===== config.mk =====
export PLATFORM = sky130hd
export DESIGN_NAME = gshare_branch_predictor
export DESIGN_NICKNAME = d
export VERILOG_FILES = /design/src/rtl/bp_pkg.sv /design/src/rtl/bp_pht.sv /design/src/rtl/gshare_branch_predictor.sv
export SDC_FILE = /design/constraint.sdc
export NUM_CORES = 1
export LEC_CHECK = 0
export CAP_MARGIN = 20
export CORE_MARGIN = 2
export CORE_UTILIZATION = 45
export DETAILED_ROUTE_END_ITERATION = 8
export PLACE_DENSITY = 0.7
export SETUP_SLACK_MARGIN = 0.02
export SLEW_MARGIN = 40
export SYNTH_ARGS = -nofsm -noshare
export SYNTH_HDL_FRONTEND = slang
export SYNTH_SLANG_ARGS = --single-unit

===== constraint.sdc =====
create_clock -name clk -period 9.1 [get_ports clk]
set_input_delay 0.91 -clock clk [delete_from_list [all_inputs] [get_ports clk]]
set_output_delay 0.91 -clock clk [all_outputs]
set_load 0.005 [all_outputs]

===== src/rtl/bp_pkg.sv =====
// Shared types and helpers for the gshare predictor: FSM states, counter
// arithmetic and the table index function.
package bp_pkg;

  typedef enum logic {INIT, RUN} bp_state_e;

  // Weakly-not-taken: MSB clear, all lower bits set.
  function automatic logic [3:0] ctr_init(input int cb);
    return 4'((1 << (cb - 1)) - 1);
  endfunction

  function automatic logic [3:0] ctr_next(input logic [3:0] ctr, input logic taken, input int cb);
    logic [3:0] mx;
    mx = 4'((1 << cb) - 1);
    if (taken) return (ctr == mx) ? ctr : ctr + 4'd1;
    return (ctr == 4'd0) ? ctr : ctr - 4'd1;
  endfunction

  // Caller truncates to INDEX_BITS; hist arrives zero-extended.
  function automatic logic [31:0] bp_index(input logic [31:0] pc, input logic [31:0] hist,
                                           input logic gshare_en);
    return gshare_en ? (pc ^ hist) : pc;
  endfunction

endpackage


===== src/rtl/bp_pht.sv =====
// Pattern history table: async read for fetch, sync read-modify-write port
// that either loads the init value or applies a saturating step.
module bp_pht
  import bp_pkg::*;
#(
  parameter int INDEX_BITS = 8,
  parameter int CTR_BITS   = 2
) (
  input  logic                  clk,
  input  logic [INDEX_BITS-1:0] i_raddr,
  output logic [CTR_BITS-1:0]   o_rdata,
  input  logic                  i_we,
  input  logic [INDEX_BITS-1:0] i_waddr,
  input  logic                  i_winit,
  input  logic                  i_wtaken
);

  logic [CTR_BITS-1:0] r_mem [2**INDEX_BITS];
  logic [CTR_BITS-1:0] w_wdata;

  assign o_rdata = r_mem[i_raddr];

  always_comb begin
    w_wdata = CTR_BITS'(ctr_next(4'(r_mem[i_waddr]), i_wtaken, CTR_BITS));
    if (i_winit) w_wdata = CTR_BITS'(ctr_init(CTR_BITS));
  end

  // No reset on the array so it can map onto RAM; the INIT sweep fills it.
  always_ff @(posedge clk)
    if (i_we) r_mem[i_waddr] <= w_wdata;

endmodule


===== src/rtl/gshare_branch_predictor.sv =====
// Gshare/bimodal branch predictor: fetch lookup, resolve-stage training,
// speculative GHR with mispredict restore, post-reset table init sweep.
module gshare_branch_predictor
  import bp_pkg::*;
#(
  parameter int PC_WIDTH   = 8,
  parameter int INDEX_BITS = 8,
  parameter int HIST_BITS  = 4,
  parameter int CTR_BITS   = 2,
  parameter int GSHARE_EN  = 1
) (
  input  logic                 clk,
  input  logic                 reset,
  input  logic                 pred_valid,
  input  logic [PC_WIDTH-1:0]  pred_pc,
  output logic                 pred_taken,
  output logic [HIST_BITS-1:0] pred_hist,
  input  logic                 upd_valid,
  input  logic [PC_WIDTH-1:0]  upd_pc,
  input  logic [HIST_BITS-1:0] upd_hist,
  input  logic                 upd_taken,
  input  logic                 upd_mispredict,
  output logic                 ready,
  output logic [15:0]          mispredict_count
);

  localparam logic [INDEX_BITS-1:0] PTR_LAST = '1;
  localparam logic                  GS       = (GSHARE_EN != 0);

  bp_state_e             r_state, w_state_nxt;
  logic [INDEX_BITS-1:0] r_ptr;
  logic [HIST_BITS-1:0]  r_ghr;
  logic [15:0]           r_miss_cnt;
  logic [INDEX_BITS-1:0] w_pred_idx, w_upd_idx, w_waddr;
  logic [CTR_BITS-1:0]   w_pred_ctr;
  logic                  w_run, w_miss, w_we;

  assign w_pred_idx = INDEX_BITS'(bp_index(32'(pred_pc), 32'(r_ghr), GS));
  assign w_upd_idx  = INDEX_BITS'(bp_index(32'(upd_pc), 32'(upd_hist), GS));
  assign w_run      = (r_state == RUN);
  assign w_miss     = w_run & upd_valid & upd_mispredict;
  assign w_we       = !w_run | upd_valid;
  assign w_waddr    = w_run ? w_upd_idx : r_ptr;

  bp_pht #(.INDEX_BITS(INDEX_BITS), .CTR_BITS(CTR_BITS)) u_pht (
    .clk      (clk),
    .i_raddr  (w_pred_idx),
    .o_rdata  (w_pred_ctr),
    .i_we     (w_we),
    .i_waddr  (w_waddr),
    .i_winit  (!w_run),
    .i_wtaken (upd_taken)
  );

  always_comb begin
    w_state_nxt = r_state;
    if (r_state == INIT && r_ptr == PTR_LAST) w_state_nxt = RUN;
  end

  always_ff @(posedge clk or posedge reset) begin
    if (reset) begin
      r_state <= INIT;
      r_ptr   <= '0;
    end else begin
      r_state <= w_state_nxt;
      if (!w_run) r_ptr <= r_ptr + INDEX_BITS'(1);
    end
  end

  // Restore beats the speculative shift; the truncating casts also cover HIST_BITS=1.
  always_ff @(posedge clk or posedge reset) begin
    if (reset)                    r_ghr <= '0;
    else if (w_miss)              r_ghr <= HIST_BITS'({upd_hist, upd_taken});
    else if (w_run && pred_valid) r_ghr <= HIST_BITS'({r_ghr, pred_taken});
  end

  always_ff @(posedge clk or posedge reset) begin
    if (reset)                                 r_miss_cnt <= '0;
    else if (w_miss && r_miss_cnt != 16'hFFFF) r_miss_cnt <= r_miss_cnt + 16'd1;
  end

  assign pred_taken       = w_run & w_pred_ctr[CTR_BITS-1];
  assign pred_hist        = r_ghr;
  assign ready            = w_run;
  assign mispredict_count = r_miss_cnt;

endmodule


==> impl_metrics.yaml, run 1 <==
detailed_routing:
  drc: 0
  routedWlPerCell_um: 27.7
  vias_per_cell: 6.45
  dr.pass1.iters: 6
  ant_nets: 0
  routed_wl_mm: 76.7
  num_vias: 17900
  drtIter0Drc: 3002
yosys:
  ys_types: 58
  yosysMostFrequentCell: "edfxtp_1"
  syn-num-nets: 1977
  synth-seq-area-share: 0.638
  synth-main-ff-cell: "edfxtp_1"
  async_flop_share: 0.0536
  synth_edf_count: 512
  synth_top_area_cell: "edfxtp_1"
  synth_top_area_share: 0.609
  synth-seq-cells: 541
  synthCells: 1949
  yosysWarnings: 0
  mappedNetlistArea_um2: 25300
  yosys-top-cells-area: "edfxtp_1 (61%), mux4_2 (8.7%), nand2_1 (4.5%)"
  postSynthAreaPerCell_um2: 13.0
  synth_commonest_cells: "edfxtp_1 (512), nand2_1 (306), nor2_1 (303), nand3_1 (139), mux2i_1 (98)"
clock_tree:
  clk_transition_reported_paths_ns: 0.06
  clock-sinks: 541
  cts-root-buf: "clkbuf_16"
  cts_tree: "done"
  cts_buffers: 55
  cts_resized: 0
  htreeDepth: 2
  clkLatencyLatePin_ns: 0.62
  cts_setup_buffers: 0
  cts_max_path_buffers: 3
  hold_buffers: 0
power:
  peakVddDrop_mv: 0.138
  pwr_density_cell_nw_per_um2: 174
  power_uw: 4940
  p_leak_uw: 0.00896
final_layout:
  multi_input_area_um2: 8520
  seq_area_um2: 16100
  fillCellCount: 4633
  drive_above_1_share: 0.128
  fin_area_um2: 28400
  num_antenna_cells: 0
  finish.net_count: 2006
  area_growth_pct: 12.5
global_routing:
  antenna_found_initial: 0
  grt_pass1_wl_mm: 113
  grt_max_degree: 121
  grt-ovfl-total: 0
  grt_usage: 0.266
  first_global_vias: 17700
critical_path:
  cp_num_buf_inv: 2
  cp.required_ns: 9.40
  reg2reg_depth: 12
  start_kind: "flip-flop"
  slowest_delay_ns: 0.87
  critPathArrivalTime_ns: 6.58
  r2r_start: "ready"
  r2r_slack_ns: 2.82
  critical_path.top_delay_family: "compound AO/OA/AOI/OAI gates"
  cp_slowest_cell: "dfrtp_2"
  path_class: "reg -> reg"
  crit_chain: "nor2b_1, a21oi_4, buf_4, a221oi_1, a221oi_1, nor3b_1, a32oi_1, nand4_1, or4_1, a21oi_1, o21a_4, buf_4"
  path_max_fanout: 71
  r2r-end: "u_pht.r_mem[166][1]"
  endpoint_kind: "flip-flop"
place:
  numPortBuffers: 47
  hpwl_mm: 47.7
  gp_congestion: 0.945
  post_dp_cell_area_um2: 26700
timing:
  finalHoldViolCount: 0
  min_period_ns: 6.28
  clock_skew_ns: 0.0319
  setup_tns_ns: 0
  finalSetupViolations: 0
  fmax_mhz: 159
  tightest_slew_ns: 0.947
  slew_headroom: 0.368
  fin_crit_sh: 0.690
  finalMaxSlewViolations: 0
  grt_setup_unrepaired: "no"
floorplan:
  die_h_um: 241
  die-area_um2: 58000
  die_x_um: 241
  core_um2: 55300
  initial_core_util: 0.457
  rows: 86
  io_pins: 48
status:
  outcome: "finished clean"
min_path:
  min_from: "mispredict_count[15]"
  min_path_type: "reg -> reg"
  hold_depth: 1
  min_to: "mispredict_count[15]"
run:
  drv_cap: 0
## how the worst max path moves through the flow
stage | start | end | slack, ns | cells past startpoint
final | ready | u_pht.r_mem[166][1] | 2.82 | 12
after global routing | ready | u_pht.r_mem[168][1] | 2.65 | 12
after CTS | ready | u_pht.r_mem[165][1] | 3.02 | 12
after detailed placement | upd_hist[1] | u_pht.r_mem[161][1] | 2.52 | 15
after global placement | upd_hist[0] | u_pht.r_mem[93][0] | 2.51 | 13
after floorplan | upd_pc[1] | u_pht.r_mem[0][1] | 1.94 | 13
## metrics by stage
| step | util | worst slack [ns] | hold WS, ns | instances |
|---|---|---|---|---|
| after floorplan | - | 1.94 | 0.472 | 1949 |
| after global placement | 0.481 | 2.51 | 0.478 | 2666 |
| after detailed placement | 0.483 | 2.52 | 0.490 | 2669 |
| after CTS | 0.513 | 3.02 | 0.498 | 2769 |
| after global routing | 0.513 | 2.65 | 0.511 | 2769 |
| final | 0.513 | 2.82 | 0.497 | 2769 |
## state kept, by name, summed over array words and instances (netlist names)
| name | cells |
|---|---|
| u_pht.r_mem | 512 |
| mispredict_count | 16 |
| pred_hist | 4 |
| ready | 1 |
| r_ptr | 8 |
## report_power, final
| group | switching, uW | total (uW) | internal, uW |
|---|---|---|---|
| Clock | 945 | 2180 | 1230 |
| Combinational | 49.7 | 81.5 | 31.9 |
| Sequential | 0 | 2680 | 2680 |
## cell type report
cell class / instances / area share
Sequential cell: 541 / 0.567
Multi-Input combinational cell: 1244 / 0.300
Clock buffer: 69 / 0.0507
Timing Repair Buffer: 103 / 0.0356
Tap cell: 748 / 0.0330
Clock inverter: 31 / 0.00947
Inverter: 33 / 0.00436
## logic make-up (layout without fill, tap and decap cells)
logic type	Yosys count	count (layout)	synth area share
simple gates	796	796	0.130
flops	541	541	0.638
compound gates	211	211	0.0599
mux	201	201	0.128
buf+inv	164	236	0.0314
xor+xnor	33	33	0.0117
fa+ha+maj	3	3	0.00139
## metal layers
| metal | GRT usage | part of all wire |
|---|---|---|
| met2 | 0.401 | 0.44 |
| met3 | 0.0723 | 0.13 |
| met1 | 0.353 | 0.36 |
| met4 | 0.139 | 0.058 |
| met5 | 0 | 0 |
## placed cells by master (no fill, tap or decap), types with 12 or more instances in the layout
master           Yosys  routed
a211oi_1            67      66
a21oi_1             38      37
a22oi_1             16      16
a31oi_1             17      17
a32oi_1             15      15
buf_4               19      46
clkbuf_1            75      13
clkbuf_16            0      55
clkdlybuf4s50_1      0      47
clkinv_2             0      15
dfrtp_1             29      28
edfxtp_1           512     512
inv_1               33      32
mux2i_1             98      96
mux4_2              97      97
nand2_1            306     305
nand3_1            139     139
nand4_1             12      12
nor2_1             303     299
xnor2_1             20      19
No activity file was read; power rests on OpenSTA's default activity.
==> run 2: changes to the inputs <==
Clock period 9.1 ns to 5.8 ns, I/O delays scaled along.
==> run 2 against run 1 <==
  * Power rose by 59%
  * Final area rose by 1.4%
  * Maximum frequency rose by 18%
  * Combinational power rose by 60%
  * Via count rose by 1.3%
  * Clock power rose by 62%
  * Core utilization rose by 0.71 points
  * Die area did not move
==> impl_metrics.yaml, run 2 (synthesis gave the netlist of run 1 again) <==
final_layout:
  area_growth_pct: 14.0
  final_common_cell: "edfxtp_1"
  num_antenna_cells: 0
  layout_common_cells: "edfxtp_1 (512), nand2_1 (304), nor2_1 (298)"
  drive_above_1_share: 0.142
  fillCellCount: 4635
  final_util: 0.521
  largest_reg_flops: 512
  seq_area_um2: 16100
  finish.net_count: 2036
  regMostFlops: "u_pht.r_mem"
  multi_input_area_um2: 8510
  final_cells: 2799
critical_path:
  r2r_start: "ready"
  reg2reg_depth: 13
  r2r_slack_ns: 0.49
  path_max_fanout: 64
  start_kind: "flip-flop"
  crit_path_start: "ready"
  cp.required_ns: 6.13
  crit_path_end: "u_pht.r_mem[6][0]"
  endpoint_kind: "flip-flop"
  r2r-end: "u_pht.r_mem[6][0]"
  path_class: "reg -> reg"
  critPathArrivalTime_ns: 5.64
global_routing:
  grt_pass1_wl_mm: 114
  grt-ovfl-total: 0
  grt_max_degree: 83
  antenna_found_initial: 0
  first_global_vias: 17800
  grt_usage: 0.267
floorplan:
  io_pins: 48
  core_um2: 55300
  initial_core_util: 0.457
  die_h_um: 241
  rows: 86
  die_x_um: 241
  die-area_um2: 58000
run:
  drv_cap: 0
clock_tree:
  cts_max_path_buffers: 3
  cts_buffers: 55
  cts_tree: "done"
  hold_buffers: 0
  htreeDepth: 2
  cts-root-buf: "clkbuf_16"
  clk_transition_reported_paths_ns: 0.06
  clkLatencyLatePin_ns: 0.63
  cts_resized: 0
  cts_setup_buffers: 0
  clock-sinks: 541
place:
  gp_congestion: 0.953
  dp_cells: 2699
  numPortBuffers: 47
  hpwl_mm: 49.3
timing:
  holdWs_ns: 0.357
  fin_crit_sh: 0.916
  finalMaxSlewViolations: 0
  fmax_mhz: 188
  slew_headroom: 0.395
  finalHoldViolCount: 0
  tightest_slew_ns: 0.905
  setup_tns_ns: 0
  grt_setup_unrepaired: "no"
  clock_skew_ns: 0.0348
  finalSetupViolations: 0
  min_period_ns: 5.31
power:
  pwr_density_cell_nw_per_um2: 273
  peakVddDrop_mv: 0.285
  p_leak_uw: 0.00917
detailed_routing:
  vias_per_cell: 6.47
  routed_wl_mm: 77.1
  dr.pass1.iters: 6
  met1_length_mm: 28.2
  detailroute.wirelength.met3_mm: 10.5
  drc: 0
  dr_wl_met2_mm: 34.1
  drtIter0Drc: 2751
  num_vias: 18100
  routedWlPerCell_um: 27.6
  top_layer: "met4"
  ant_nets: 0
status:
  outcome: "finished clean"
min_path:
  min_path_type: "in -> async"
==> run 2: cell types whose count changed in the layout (fill, tap and decap cells not counted), moves of 3 or more <==
cell      change
clkinv_1      +4
clkinv_2      -5
clkbuf_8      +4
buf_12       +11
clkbuf_1      -5
buf_4        +22
nor2_2        +3
==> run 2: worst min path at each step <==
stage               cells after the start              endpoint
detailed placement                      1  mispredict_count[10]
floorplan                               1              r_ptr[5]
global route                            2              r_ptr[3]
global placement                        1  mispredict_count[10]
CTS                                     2              r_ptr[3]
finish                                  2              r_ptr[1]
==> run 2: critical path, stage by stage, from the launching register on <==
cell and delay (ns):
dfrtp_2 0.36, buf_4 0.53, nor2b_1 0.22, a21oi_1 0.55, buf_4 0.34, nor2_2 0.07
buf_4 0.25, a22oi_1 0.19, nand3_1 0.22, a311oi_1 0.81, nor4_1 0.13, maj3_1 0.45
nand2_8 0.27, buf_4 0.58
==> run 2: cell type report <==
type / count / share of cell area
clock buffers: 69 / 0.0521
clock inverters: 31 / 0.00982
inverters: 33 / 0.00430
multi-input cells: 1244 / 0.295
flip-flops and latches: 541 / 0.559
well taps: 748 / 0.0325
repair buffers: 133 / 0.0466
==> run 2: through the flow <==
| step | setup slack (ns) | total power, uW | cell area (um^2) |
|---|---|---|---|
| after floorplan | 0.624 | 4360 | 25300 |
| after global placement | 0.201 | 4420 | 27000 |
| after detailed placement | 0.417 | 4420 | 27000 |
| after CTS | 0.683 | 7890 | 28800 |
| after global routing | 0.369 | 8050 | 28800 |
| final | 0.486 | 7870 | 28800 |
==> run 2: report_power, final <==
part	total (uW)	internal (uW)	switching, uW
sequential	4210	4210	0
clock	3530	2040	1490
combinational	130	52.2	77.9
==> run 2: layer usage <==
metal,vias up,global-route usage
li1,7426,-
met1,8903,0.363
met2,1475,0.400
met3,301,0.0670
met4,0,0.136
met5,-,0
